$ cat src/rtl/xtimer_bank.sv
// xtimer_bank: bank of NCH independent down-counting timers, each with its own prescaler.
// Each channel has a reload value, a one-shot or periodic mode, and a sticky terminal-count
// flag that is cleared by writing 1 to it.
//
// Ports
//   clk       system clock
//   rst       asynchronous active-low reset
//   sel       block selected by the external address decoder
//   we, re    write / read strobes; both are ignored unless sel=1
//   addr      {channel, reg[1:0]}; reg 0=LOAD, 1=CTRL, 2=COUNT, 3=STATUS
//   data_in   write data
//   data_out  registered read data
//   tc        sticky terminal-count flag per channel (STATUS bit0)
//   tc_pulse  one-cycle pulse per channel on each terminal count
//
// Bus semantics: there is no handshake. A cycle with sel&we is a write that takes effect at
// the next clock edge. A cycle with sel&re is a read: data_out shows the register value seen
// in that cycle one clock later, and keeps it until the next read.
module xtimer_bank #(
  parameter int NCH    = 4,
  parameter int CNT_W  = 16,
  parameter int PRE_W  = 8,
  parameter int DATA_W = 32,
  parameter int AW     = $clog2(NCH) + 2
) (
  input  logic              clk,
  input  logic              rst,
  input  logic              sel,
  input  logic              we,
  input  logic              re,
  input  logic [AW-1:0]     addr,
  input  logic [DATA_W-1:0] data_in,
  output logic [DATA_W-1:0] data_out,
  output logic [NCH-1:0]    tc,
  output logic [NCH-1:0]    tc_pulse
);

  localparam int CHW = (AW > 2) ? AW - 2 : 1;
  localparam logic [1:0] REG_LOAD   = 2'd0;
  localparam logic [1:0] REG_CTRL   = 2'd1;
  localparam logic [1:0] REG_COUNT  = 2'd2;
  localparam logic [1:0] REG_STATUS = 2'd3;

  logic [CNT_W-1:0]  load_q  [NCH];
  logic [CNT_W-1:0]  load_d  [NCH];
  logic [CNT_W-1:0]  count_q [NCH];
  logic [CNT_W-1:0]  count_d [NCH];
  logic [PRE_W-1:0]  pre_q   [NCH];
  logic [PRE_W-1:0]  pre_d   [NCH];
  logic [PRE_W-1:0]  psc_q   [NCH];
  logic [PRE_W-1:0]  psc_d   [NCH];
  logic [NCH-1:0]    en_q, en_d, per_q, per_d, tc_q, tc_d, tc_pulse_q, tc_pulse_d;
  logic [DATA_W-1:0] data_out_q, data_out_d;

  logic [CHW-1:0] acc_ch;
  logic [1:0]     acc_reg;
  logic           ch_valid;
  logic           wr_en;
  logic [NCH-1:0] wr_hit, wr_load, wr_ctrl, wr_stat, tick;

  // With a single channel the address holds only the register field.
  generate
    if (AW > 2) begin : g_ch_field
      assign acc_ch = addr[AW-1:2];
    end else begin : g_no_ch_field
      assign acc_ch = '0;
    end
  endgenerate

  assign acc_reg  = addr[1:0];
  assign ch_valid = (int'(acc_ch) < NCH);
  assign wr_en    = sel && we && ch_valid;

  always_comb begin
    wr_hit  = '0;
    wr_load = '0;
    wr_ctrl = '0;
    wr_stat = '0;
    tick    = '0;
    for (int i = 0; i < NCH; i++) begin
      wr_hit[i]  = wr_en && (int'(acc_ch) == i);
      wr_load[i] = wr_hit[i] && (acc_reg == REG_LOAD);
      wr_ctrl[i] = wr_hit[i] && (acc_reg == REG_CTRL);
      wr_stat[i] = wr_hit[i] && (acc_reg == REG_STATUS) && data_in[0];
      tick[i]    = en_q[i] && (psc_q[i] == pre_q[i]);
    end
  end

  // Per-channel next state. A LOAD or CTRL write to a channel takes priority over that
  // channel's tick in the same cycle: the write defines the new state and the tick is dropped.
  // A TC set in the same cycle as a write-1-clear wins, because the set is applied last.
  always_comb begin
    for (int i = 0; i < NCH; i++) begin
      load_d[i]     = load_q[i];
      count_d[i]    = count_q[i];
      pre_d[i]      = pre_q[i];
      psc_d[i]      = psc_q[i];
      en_d[i]       = en_q[i];
      per_d[i]      = per_q[i];
      tc_d[i]       = tc_q[i];
      tc_pulse_d[i] = 1'b0;

      if (en_q[i]) begin
        psc_d[i] = tick[i] ? '0 : psc_q[i] + 1'b1;
      end

      if (wr_stat[i]) begin
        tc_d[i] = 1'b0;
      end

      if (wr_load[i]) begin
        load_d[i]  = data_in[CNT_W-1:0];
        count_d[i] = data_in[CNT_W-1:0];
        psc_d[i]   = '0;
      end else if (wr_ctrl[i]) begin
        en_d[i]  = data_in[0];
        per_d[i] = data_in[1];
        pre_d[i] = data_in[PRE_W+1:2];
        psc_d[i] = '0;
      end else if (tick[i]) begin
        if (count_q[i] != '0) begin
          count_d[i] = count_q[i] - 1'b1;
        end else begin
          tc_d[i]       = 1'b1;
          tc_pulse_d[i] = 1'b1;
          if (per_q[i]) begin
            count_d[i] = load_q[i];
          end else begin
            en_d[i]  = 1'b0;
            psc_d[i] = '0;
          end
        end
      end
    end
  end

  // Read data is captured from the values present in the read cycle.
  always_comb begin
    data_out_d = data_out_q;
    if (sel && re) begin
      data_out_d = '0;
      if (ch_valid) begin
        case (acc_reg)
          REG_LOAD:   data_out_d[CNT_W-1:0] = load_q[acc_ch];
          REG_CTRL: begin
            data_out_d[0]         = en_q[acc_ch];
            data_out_d[1]         = per_q[acc_ch];
            data_out_d[PRE_W+1:2] = pre_q[acc_ch];
          end
          REG_COUNT:  data_out_d[CNT_W-1:0] = count_q[acc_ch];
          REG_STATUS: data_out_d[0]         = tc_q[acc_ch];
          default:    data_out_d = '0;
        endcase
      end
    end
  end

  always_ff @(posedge clk or negedge rst) begin
    if (!rst) begin
      for (int i = 0; i < NCH; i++) begin
        load_q[i]  <= '0;
        count_q[i] <= '0;
        pre_q[i]   <= '0;
        psc_q[i]   <= '0;
      end
      en_q       <= '0;
      per_q      <= '0;
      tc_q       <= '0;
      tc_pulse_q <= '0;
      data_out_q <= '0;
    end else begin
      for (int i = 0; i < NCH; i++) begin
        load_q[i]  <= load_d[i];
        count_q[i] <= count_d[i];
        pre_q[i]   <= pre_d[i];
        psc_q[i]   <= psc_d[i];
      end
      en_q       <= en_d;
      per_q      <= per_d;
      tc_q       <= tc_d;
      tc_pulse_q <= tc_pulse_d;
      data_out_q <= data_out_d;
    end
  end

  assign data_out = data_out_q;
  assign tc       = tc_q;
  assign tc_pulse = tc_pulse_q;

endmodule
$ cat config.mk
export PLATFORM = sky130hd
export DESIGN_NAME = xtimer_bank
export DESIGN_NICKNAME = d
export VERILOG_FILES = /design/src/rtl/xtimer_bank.sv
export SDC_FILE = /design/constraint.sdc
export NUM_CORES = 1
export LEC_CHECK = 0
export BUFFER_PORTS_ARGS = -buffer_cell sky130_fd_sc_hd__buf_2
export CAP_MARGIN = 5
export CORE_MARGIN = 5
export CORE_UTILIZATION = 60
export CTS_BUF_LIST = sky130_fd_sc_hd__clkbuf_8
export DETAILED_ROUTE_END_ITERATION = 7
export PLACE_DENSITY_LB_ADDON = 0.25
export SYNTH_ARGS = -nofsm -noshare
export SYNTH_HDL_FRONTEND = slang
export SYNTH_SLANG_ARGS = --single-unit
$ cat constraint.sdc
create_clock -name clk -period 3.4 [get_ports clk]
set_input_delay 0.34 -clock clk [delete_from_list [all_inputs] [get_ports clk]]
set_output_delay 0.34 -clock clk [all_outputs]
set_load 0.01 [all_outputs]
==> impl_metrics.tcl <==
set metrics [dict create \
    grt.total_usage_pct 29.97 \
    avgSynthCellArea_um2 9.602 \
    hold_path_depth 3 \
    ys_seq_area_share_pct 43.63 \
    initial_core_util_pct 61.12 \
    die_w_um 156.3 \
    grt_max_degree 82 \
    whs_ns 0.1044 \
    hp-class "primary input to register" \
    wl_mm 35.86 \
    die_y_um 156.3 \
    cts.clk_slew.worst_paths_ns 0.06 \
    final_cells 1689 \
    period_minus_slack_ns 2.884 \
    vdd_drop_max_mv 0.4777 \
    syn_inst 1338 \
    worstMarginPinSlew_ns 0.8719 \
    gp_congestion 0.9510 \
    p_leak_uw 0.006416 \
    row_count 53 \
    dp_worst_setup_slack_ns 0.5964 \
    required_ns 3.83 \
    ys_dominant_reg_cell "dfrtp_1" \
    n_antenna_cell 0 \
    async_flop_share_pct 100.0 \
    dr_total_vias 10620 \
    setup_slack_ns 0.5163 \
    end_kind "register" \
    cts.sinks 224 \
    nets 1438 \
    clock_latency_ns 0.56 \
    io_buffers 48 \
    drtIter0Drc 1164 \
    setup_tns_ns 0 \
    drc_errors 0 \
    ys_ff_latch 224 \
    ys.warnings.count 0 \
    wl_per_cell_um 21.23 \
    numCtsBuffers 40 \
    r2r_setup_slack_ns 0.52 \
    fin_crit_sh_pct 84.82 \
    power.density_mw_per_mm2 742.0 \
    dp.cells 1617 \
    dieArea_mm2 0.02444 \
    grt_pass1_wl_mm 56.93 \
    final_common_cell "nand2_1" \
    first_pass_iters 5 \
    rr_worst_depth 9 \
    setup_violations 0 \
    clockRootBuffer "clkbuf_8" \
    io_pins 81 \
    outcome "finished clean" \
    cts_tree "done" \
    skew_ns 0.02770 \
    hpwl_mm 26.05 \
    postCtsSetupRepairBufs 0 \
    drv_cap 0 \
    antenna_left 0 \
    criticalPathCategory "register to register" \
    viasPerCell 6.287 \
    cp-start-kind "register" \
    clockBufferDepth 3 \
    slew_headroom_pct 41.43 \
    netlist_area_mm2 0.01285 \
    arrival_ns 3.32 \
    rsz0062_at_grt "no" \
    cp_max_fo 15 \
    max_freq_mhz 346.8 \
    antenna_found_initial 0 \
    core_area_mm2 0.02102 \
    final_max_slew_viol_count 0 \
    grt_pass1_vias 10090 \
    synth_edf_count 0 \
    yosysUniqueCellTypes 77 \
    syn_to_final_growth_pct 10.34 \
    hold_viol 0 \
    cts_resized 0 \
    ctsHtreeMaxLevel 2 \
    drive_gt1_share_pct 18.10 \
    most-common-layout-cells "nand2_1, dfrtp_1, nor2_1" \
    grt_overflow 0 \
]
==> state kept, by name, indices dropped and copies added (netlist names) <==
| name | flops |
|---|---|
| tc | 4 |
| en_q | 4 |
| tc_pulse | 4 |
| count_q | 64 |
| per_q | 4 |
| load_q | 64 |
| psc_q | 32 |
| data_out | 16 |
| pre_q | 32 |
==> repair_timing <==
item                                    in CTS  in global routing
endpoints found under the setup margin       0                  0
hold endpoints to repair                    78                  0
hold buffers                                 1                  0
==> worst paths after layout <==
path,start,endpoint
max,count_q[32],count_q[38]
min,data_in[12],load_q[12]
max reg2reg,count_q[32],count_q[38]
min reg2reg,data_out[12],data_out[12]
max in group asynchronous,rst,count_q[0]
min in group asynchronous,rst,count_q[28]
==> final cells by class <==
class | count | area (µm²)
fillers | 1649 | 6845
clock inverters | 21 | 141.4
well taps | 275 | 344.1
multi-input cells | 1014 | 6760
repair buffers | 90 | 580.6
flip-flops and latches | 224 | 5605
inverters | 15 | 56.30
clock buffers | 50 | 688.2
==> cell families (layout without fill, tap and decap cells) <==
kind of cell,Yosys count,count (layout),share of synthesized area [%]
AND/OR/NAND/NOR,554,554,19.55
flip-flops,224,224,43.63
AO/OA/AOI/OAI,221,221,11.11
multiplexers,115,115,13.72
buffers and inverters,115,176,4.246
XOR/XNOR,96,96,6.545
adder cells (fa/ha/maj),12,12,1.169
other,1,16,0.02919
==> routing by layer <==
metal	vias to the layer above	global-route usage (%)	part of all wire, %
met3	74	5.476	10
li1	4823	-	-
met2	483	44.07	44
met1	5239	45.18	43
met4	0	10.29	3.2
met5	-	0	0
==> cell usage after synthesis, types with 8 or more instances <==
| cell | count | area share, % |
|---|---|---|
| mux2i_1 | 22 | 1.7 |
| o21ai_0 | 76 | 3.0 |
| buf_1 | 8 | 0.23 |
| a31oi_1 | 21 | 1.0 |
| buf_4 | 16 | 0.93 |
| or3_1 | 13 | 0.63 |
| o211ai_1 | 23 | 1.3 |
| or4_1 | 8 | 0.47 |
| nor2_1 | 112 | 3.3 |
| nand2_1 | 271 | 7.9 |
| a21oi_1 | 27 | 1.1 |
| nor3_1 | 33 | 1.3 |
| xor2_1 | 26 | 1.8 |
| ha_1 | 12 | 1.2 |
| xnor2_1 | 70 | 4.8 |
| nand4_1 | 19 | 0.93 |
| nor4_1 | 14 | 0.68 |
| mux2_2 | 47 | 4.1 |
| dfrtp_1 | 224 | 44 |
| inv_1 | 15 | 0.44 |
| nand2b_1 | 11 | 0.54 |
| mux4_2 | 44 | 7.7 |
| clkbuf_1 | 53 | 1.5 |
| nand3_1 | 33 | 1.3 |
| o31ai_1 | 16 | 0.93 |
| buf_2 | 17 | 0.66 |
==> report_power, final <==
group | internal (µW) | switching, µW | leakage [µW]
Clock | 1480 | 1140 | 0.000483
Sequential | 3410 | 1250 | 0.00286
Combinational | 1680 | 1570 | 0.00307
Total | 6560 | 3960 | 0.00642
==> stage by stage <==
stage / area, µm² / util, % / total power, µW
final: 14180 / 67.44 / 10520
after floorplan: 12900 / - / 6774
after global routing: 14180 / 67.44 / 11160
after global placement: 13340 / 63.44 / 7677
after detailed placement: 13340 / 63.44 / 7824
after CTS: 14180 / 67.44 / 10470
==> worst max-delay path: stages, from the launching register on <==
cell and delay (ns):
dfrtp_1 0.44, inv_1 0.13, ha_1 0.15, nor4b_1 0.50, and4_1 0.32, a2111oi_0 0.15
o21bai_2 0.56, buf_4 0.29, a21oi_1 0.06, a21o_1 0.15
No activity file was read; power rests on OpenSTA's default activity.
